**config.mk**
```make
export PLATFORM = sky130hd
export DESIGN_NAME = axi4_lite_req_arbiter
export DESIGN_NICKNAME = d
export VERILOG_FILES = /design/src/rtl/axi4_lite_req_arbiter.sv
export SDC_FILE = /design/constraint.sdc
export NUM_CORES = 1
export LEC_CHECK = 0
export ABC_CLOCK_PERIOD_IN_PS = 4000
export BUFFER_PORTS_ARGS = -buffer_cell sky130_fd_sc_hd__clkbuf_2
export CORE_AREA = 3 3 224 226
export CTS_CLUSTER_DIAMETER = 60
export CTS_CLUSTER_SIZE = 8
export DETAILED_ROUTE_END_ITERATION = 7
export DIE_AREA = 0 0 227 229
export PLACE_DENSITY = 0.41
export SLEW_MARGIN = 20
export SYNTH_ARGS = -nofsm -noshare
export SYNTH_HDL_FRONTEND = slang
export SYNTH_SLANG_ARGS = --single-unit
export TNS_END_PERCENT = 50
```
**constraint.sdc**
```tcl
create_clock -name clk -period 4 [get_ports clk]
set_input_delay 0.2 -clock clk [delete_from_list [all_inputs] [get_ports clk]]
set_output_delay 0.2 -clock clk [all_outputs]
set_load 0.01 [all_outputs]
```
**src/rtl/axi4_lite_req_arbiter.sv**
```systemverilog
// Round-robin arbiter sharing one AXI4-Lite master (addr/data/start/done) among NUM_REQ requesters.
// Optional watchdog with DRAIN state enabled by defining AXI_ARB_TIMEOUT_EN.
module axi4_lite_req_arbiter #(
  parameter int NUM_REQ        = 4,
  parameter int AXI_ADDR_WIDTH = 64,
  parameter int AXI_DATA_WIDTH = 32,
  parameter int TIMEOUT_CYCLES = 1024
) (
  input  logic                               clk,
  input  logic                               arst,
  input  logic [NUM_REQ-1:0]                 i_req_valid,
  input  logic [NUM_REQ-1:0]                 i_req_we,
  input  logic [NUM_REQ*AXI_ADDR_WIDTH-1:0]  i_req_addr,
  input  logic [NUM_REQ*AXI_DATA_WIDTH-1:0]  i_req_data,
  output logic [NUM_REQ-1:0]                 o_req_ready,
  output logic [NUM_REQ-1:0]                 o_rsp_valid,
  output logic [AXI_DATA_WIDTH-1:0]          o_rsp_data,
  output logic                               o_rsp_fault,
  output logic [AXI_ADDR_WIDTH-1:0]          o_addr_master,
  output logic [AXI_DATA_WIDTH-1:0]          o_data_master,
  output logic                               o_start_write,
  output logic                               o_start_read,
  input  logic [AXI_DATA_WIDTH-1:0]          i_data_master,
  input  logic                               i_done,
  input  logic                               i_read_fault,
  input  logic                               i_write_fault,
  output logic [2:0]                         o_dbg_state
);

  localparam int PTR_W = (NUM_REQ > 1) ? $clog2(NUM_REQ) : 1;

  if (NUM_REQ < 2 || NUM_REQ > 8 || TIMEOUT_CYCLES < 1) begin : g_bad_cfg
    $error("axi4_lite_req_arbiter: unsupported parameter set");
  end

  typedef enum logic [2:0] {
    S_IDLE  = 3'd0,
    S_ISSUE = 3'd1,
    S_WAIT  = 3'd2,
    S_RESP  = 3'd3
`ifdef AXI_ARB_TIMEOUT_EN
    ,
    S_DRAIN = 3'd4
`endif
  } state_e;

  state_e                    state_q;
  logic [PTR_W-1:0]          ptr_q;
  logic [PTR_W-1:0]          gnt_q;
  logic                      we_q;
  logic [AXI_ADDR_WIDTH-1:0] addr_q;
  logic [AXI_DATA_WIDTH-1:0] data_q;
  logic [AXI_DATA_WIDTH-1:0] rsp_data_q;
  logic                      rsp_fault_q;
`ifdef AXI_ARB_TIMEOUT_EN
  logic [31:0]               wdog_q;
  logic                      timed_out_q;
`endif

  logic [PTR_W-1:0]          gnt_d;
  logic [PTR_W-1:0]          ptr_d;
  logic [PTR_W-1:0]          cand;
  logic                      gnt_found;
  logic                      take;

  // First pending requester at or above the pointer, wrapping around.
  always_comb begin
    gnt_found = 1'b0;
    gnt_d     = '0;
    cand      = '0;
    for (int i = 0; i < NUM_REQ; i++) begin
      cand = PTR_W'((32'(ptr_q) + 32'(i)) % 32'(NUM_REQ));
      if (!gnt_found && i_req_valid[cand]) begin
        gnt_found = 1'b1;
        gnt_d     = cand;
      end
    end
    ptr_d = PTR_W'((32'(gnt_d) + 32'd1) % 32'(NUM_REQ));
  end

  // Ready is gated by reset so no acceptance is signalled while held in reset.
  assign take = arst && (state_q == S_IDLE) && gnt_found;

  always_comb begin
    o_req_ready = '0;
    if (take) o_req_ready[gnt_d] = 1'b1;
  end

  always_comb begin
    o_rsp_valid = '0;
    if (state_q == S_RESP) o_rsp_valid[gnt_q] = 1'b1;
  end

  assign o_start_write = (state_q == S_ISSUE) &&  we_q;
  assign o_start_read  = (state_q == S_ISSUE) && !we_q;
  assign o_addr_master = addr_q;
  assign o_data_master = data_q;
  assign o_rsp_data    = rsp_data_q;
  assign o_rsp_fault   = rsp_fault_q;
  assign o_dbg_state   = state_q;

  always_ff @(posedge clk or negedge arst) begin
    if (!arst) begin
      state_q     <= S_IDLE;
      ptr_q       <= '0;
      gnt_q       <= '0;
      we_q        <= 1'b0;
      addr_q      <= '0;
      data_q      <= '0;
      rsp_data_q  <= '0;
      rsp_fault_q <= 1'b0;
`ifdef AXI_ARB_TIMEOUT_EN
      wdog_q      <= '0;
      timed_out_q <= 1'b0;
`endif
    end else begin
      case (state_q)
        S_IDLE: begin
          if (gnt_found) begin
            gnt_q   <= gnt_d;
            we_q    <= i_req_we[gnt_d];
            addr_q  <= i_req_addr[gnt_d*AXI_ADDR_WIDTH +: AXI_ADDR_WIDTH];
            data_q  <= i_req_data[gnt_d*AXI_DATA_WIDTH +: AXI_DATA_WIDTH];
            ptr_q   <= ptr_d;
            state_q <= S_ISSUE;
          end
        end
        S_ISSUE: begin
          state_q <= S_WAIT;
`ifdef AXI_ARB_TIMEOUT_EN
          wdog_q      <= '0;
          timed_out_q <= 1'b0;
`endif
        end
        S_WAIT: begin
          // A done arriving on the limit cycle still yields a normal response.
          if (i_done) begin
            rsp_data_q  <= we_q ? '0 : i_data_master;
            rsp_fault_q <= we_q ? i_write_fault : i_read_fault;
            state_q     <= S_RESP;
          end
`ifdef AXI_ARB_TIMEOUT_EN
          else if (wdog_q == 32'(TIMEOUT_CYCLES - 1)) begin
            rsp_data_q  <= '0;
            rsp_fault_q <= 1'b1;
            timed_out_q <= 1'b1;
            state_q     <= S_RESP;
          end else begin
            wdog_q <= wdog_q + 32'd1;
          end
`endif
        end
        S_RESP: begin
`ifdef AXI_ARB_TIMEOUT_EN
          state_q <= timed_out_q ? S_DRAIN : S_IDLE;
`else
          state_q <= S_IDLE;
`endif
        end
`ifdef AXI_ARB_TIMEOUT_EN
        S_DRAIN: begin
          // The abandoned transaction's late done is swallowed here.
          if (i_done) state_q <= S_IDLE;
        end
`endif
        default: state_q <= S_IDLE;
      endcase
    end
  end

endmodule

```
; ---- Word-level counts from Yosys, hierarchy flattened
; Cells that the tools add are included.
[totals]
regBits = 137
out_inout_bits = 142
[op_classes]
n_addsub = 4
n_lt_le_gt_ge = 8
n_eq_ne = 5
shift = 2
muxes = 29
reduce_logical = 17
[op_table]
columns = operator, n
row1 = variable part select 256 x 9 -> 64 bit, 1
row2 = variable part select 128 x 8 -> 32 bit, 1
row3 = two-way mux 32 bit, 1
row4 = "< comparator 2 x 3 -> 1 bit, second input constant", 6
row5 = two-way mux 1 bit, 12
row6 = binary-select mux 1 bit (select 2 bit), 5
row7 = logical AND 1 bit, 9
row8 = case mux 3 bit (3 select lines), 1
row9 = two-way mux 2 bit, 4
row10 = two-way mux 4 bit, 2
row11 = "== test 3 x 2 -> 1 bit, second input constant", 2
row12 = two-way mux 3 bit, 2
row13 = AND reduction 2 bit, 3
row14 = "adder 2 x 1 -> 2 bit, second input constant", 2
row15 = "adder 2 bit, second input constant", 2
row16 = demux 1 bit (select 2 bit), 2
row17 = ">= comparator 2 x 1 -> 1 bit, second input constant", 2
row18 = logical NOT 1 bit, 4
row19 = "!= test 2 bit, second input constant", 2
row20 = "== test 3 x 1 -> 1 bit, second input constant", 1
row21 = logical NOT 3 bit, 1

; ---- Depth between registers and ports, before layout
[depth]
ltp_word = 17
depth_mapped = 9

; ---- Least setup slack after synthesis
; No wires, ideal clock.
[synth_timing]
path_kind = flip-flop to flip-flop
start = reg ptr_q[1]
end = reg data_q[0], in the netlist o_data_master[0]
setup_ns = 0.134
t_arrival_ns = 1.564
slack_ns = 2.302
stages_incl_launch_ff = 10
n_path_buf = 4
path_cell_list = dfrtp_1 > buf_6 > inv_4 > a21oi_1 > o221a_1 > buf_2 > buf_6 > buf_6 > a222oi_1 > a21oi_1
[synth_via]
elab_chain_cells = 13
[synth_lines]
columns = element, line_no
row1 = "start, declared", 48  ; logic [PTR_W-1:0] ptr_q;
row2 = "start signal, assigned", 124  ; ptr_q <= ptr_d;
row3 = branches (longest 13 deep; another with adder 2 x 1 -> 2 bit), --
row4 = "end signal, assigned", 123  ; data_q <= i_req_data[gnt_d*AXI_DATA_WIDTH +: AXI_DATA_WIDTH];
row5 = "end, declared", 52  ; logic [AXI_DATA_WIDTH-1:0] data_q;
; Parallel ways; which one is timed is not known. The select of a mux whose other input is x is not followed.
; A chain may end at the register's enable or synchronous reset.

; ---- Final worst setup path
[layout_timing]
start = reg ptr_q[1]
end = reg addr_q[55], in the netlist o_addr_master[55]
[layout_via]
elab_chain_cells = 13
[layout_lines]
columns = element, line_no
row1 = branches (longest 13 deep; another with adder 2 x 1 -> 2 bit), --
row2 = "end signal, assigned", 122  ; addr_q <= i_req_addr[gnt_d*AXI_ADDR_WIDTH +: AXI_ADDR_WIDTH];
row3 = "end, declared", 51  ; logic [AXI_ADDR_WIDTH-1:0] addr_q;
; Parallel ways; which one is timed is not known. The select of a mux whose other input is x is not followed.

==> metrics.yaml <==
status:
  outcome: "finished with violations"
  violations: "design-rule violations"
route:
  viasPerCell: 4.43
  drc: 3
  finalWirelength_um: 38700
  wl_per_cell_um: 18.0
  via_count: 9539
  antenna_left: 0
  dr.pass1.iters: 8
  dr.first_iter.drc_count: 824
global_routing:
  grt_overflow: 0
  grt_pass1_vias: 10200
  grt_max_degree: 82
  antenna_found_initial: 0
  grt_pass1_wl_um: 56800
  grt.total_usage_pct: 14.3
synthesis:
  ys_seq_area_share_pct: 48.2
  synth_cells: 769
  synth_area_leader_cell: "dfrtp_1"
  synth_cell_types: 31
  synth_area_leaders: "dfrtp_1 (48%), a21oi_1 (14%), a222oi_1 (14%), nor2_1 (5.7%), nand2b_1 (3.1%)"
  syn_area_um2: 7060
  synth_top_cells_by_count: "a21oi_1 (201), dfrtp_1 (136), nor2_1 (107), a222oi_1 (97), clkbuf_1 (38)"
  synth_warnings: 0
  async_flop_share_pct: 100
  synth-edff-count: 0
  yosys_register_bits: 136
  avgSynthCellArea_um2: 9.18
  yosys_most_used_dff: "dfrtp_1"
  yosysTopAreaCellShare_pct: 48.2
  synth_nets: 1202
  synth_most_common_cell: "a21oi_1"
floorplanning:
  die_y_um: 229
  dieArea_um2: 52000
  rows: 81
  initial_core_util_pct: 14.5
  ioPinCount: 571
  core_um2: 48500
  die_w_um: 227
clock_tree:
  post-cts-setup-buffers: 0
  htreeDepth: 4
  clock-sinks: 136
  cts_made_buffers: 17
  clk_latency_ns: 0.47
  cts_max_path_buffers: 2
  cts_tree: "done"
  root_buffer: "clkbuf_16"
  cts.hold.buffers_added: 231
  cts_resized: 0
  cts.clk_slew.worst_paths_ns: 0.06
worst_setup_path:
  startpoint_type: "register"
  end_kind: "register"
  cp_data_required_time_ns: 4.41
  worstPathMaxFanout: 52
  rr_endpoint: "o_addr_master[55]"
  crit_arrival_ns: 4.17
  crit_type: "reg -> reg"
  reg2reg_from: "ptr_q[1]"
  r2r_cells: 7
  r2r_slack_ns: 0.24
placement:
  hpwlAfterDp_um: 27400
  globalplace.congestion: 0.859
  port-buffer-count: 569
  placedCellCount: 1891
layout:
  n_fill_cell: 5186
  multiInputGateArea_um2: 3260
  fin_util_pct: 27.5
  final_cell_count_no_fill: 2153
  diodes: 0
  drive_gt1_share_pct: 40.4
  seq_area_um2: 3400
  areaGrowthSynthToFinish_pct: 88.9
  nNetsFinal: 1953
pwr:
  leakage_nw: 6.32
  vdd_drop_max_mv: 0.283
  power_per_cell_area_nw_per_um2: 693
timing:
  fin_crit_ns: 3.76
  tightest_slew_ns: 1.01
  final_hold_viol_count: 0
  hold_slack_ns: 0.0468
  final_max_slew_viol_count: 0
  clock.fmax_mhz: 266
  rsz0062_at_grt: "false"
  skew_ns: 0.0140
  max-slew-margin-rel_pct: 32.9
  fin_tns_setup_ns: 0
  finalSetupViolations: 0
  period_share_pct: 94.1
hold_path:
  min_to: "o_data_master[19]"
  hold_depth: 3
  hold_class: "in -> reg"
  min_from: "i_req_data[83]"
run:
  max_cap_viol_count: 0
[sequential cells by signal, summed over array words and instances (netlist names)]
name           count
we_q               1
o_data_master     32
o_dbg_state        2
o_rsp_data        32
o_rsp_fault        1
o_addr_master     64
gnt_q              2
ptr_q              2
[layout make-up]
class	count	share of cell area [%]
Clock inverter	8	0.732
Tap cell	622	5.84
Clock buffer	22	3.56
Sequential cell	136	25.5
Timing Repair Buffer	812	39.8
Inverter	4	0.131
Multi-Input combinational cell	549	24.5
[critical path, stage by stage (launching register included)]
cell	delay (ns)
dfrtp_1	0.50
a21oi_1	0.25
o221a_4	0.65
buf_4	0.62
a222oi_1	0.23
dlygate4sd3_1	0.60
a21oi_1	0.14
dlygate4sd3_1	0.57
[logic make-up after synthesis]
kind of cell | synth area share (%)
AND/OR/NAND/NOR | 12.4
adder cells (fa/ha/maj) | 0.709
AO/OA/AOI/OAI | 31.9
multiplexers | 0.425
other | 0.0531
buffers and inverters | 6.36
flip-flops | 48.2
[power by group]
part           internal (mW)  switching (mW)  total (mW)  leakage [nW]
Sequential              2.04           0.460        2.50          1.59
Clock                  0.954           0.656        1.61         0.274
Combinational           2.45            2.68        5.13          4.45
Total                   5.44            3.80        9.24          6.32
[layer usage]
layer | GRT usage, % | up-vias | part of all wire, %
met5 | 0 | - | 0
met4 | 6.84 | 0 | 3.5
met3 | 4.38 | 70 | 8.9
met2 | 24.6 | 538 | 49
met1 | 16.0 | 4521 | 38
li1 | - | 4410 | -
[how the worst max path moves through the flow]
| stage | startpoint | end | slack (ns) | depth (start not counted) |
|---|---|---|---|---|
| 3_3_place_gp | ptr_q[1] | o_data_master[9] | 1.39 | 5 |
| 3_5_place_dp | ptr_q[1] | o_addr_master[42] | 1.33 | 6 |
| 4_1_cts | ptr_q[1] | o_addr_master[41] | 0.26 | 8 |
| 5_1_grt | ptr_q[1] | o_data_master[27] | 0.10 | 7 |
| 2_1_floorplan | ptr_q[1] | o_data_master[0] | 2.30 | 9 |
| 6_report | ptr_q[1] | o_addr_master[55] | 0.24 | 7 |
[placed cells by master, fill, tap and decap left out, types with 2 or more instances in the layout]
cell type      instances
a21oi_1              201
a222oi_1              97
and2_1                 2
and3_1                 5
buf_12                 2
buf_4                  9
bufinv_16              2
clkbuf_1               2
clkbuf_16             17
clkbuf_2             568
clkbuf_8               3
clkinv_2               3
clkinvlp_4             3
dfrtp_1              136
dlygate4sd3_1        231
ha_1                   4
inv_1                  3
mux2i_1                3
nand2_1               36
nand2b_1              35
nor2_1               107
nor2b_1                4
o21ai_0               37
o21ai_4                3
o221a_4                2
[metrics by stage]
| stage | setup slack, ns | power, mW | area, um^2 |
|---|---|---|---|
| 2_1_floorplan | 2.30 | 4.85 | 7060 |
| 3_3_place_gp | 1.39 | 6.51 | 10400 |
| 3_5_place_dp | 1.33 | 6.55 | 10400 |
| 4_1_cts | 0.263 | 9.28 | 13300 |
| 5_1_grt | 0.102 | 9.90 | 13300 |
| 6_report | 0.237 | 9.24 | 13300 |
Note: power is estimated with default switching activity, not from simulation.
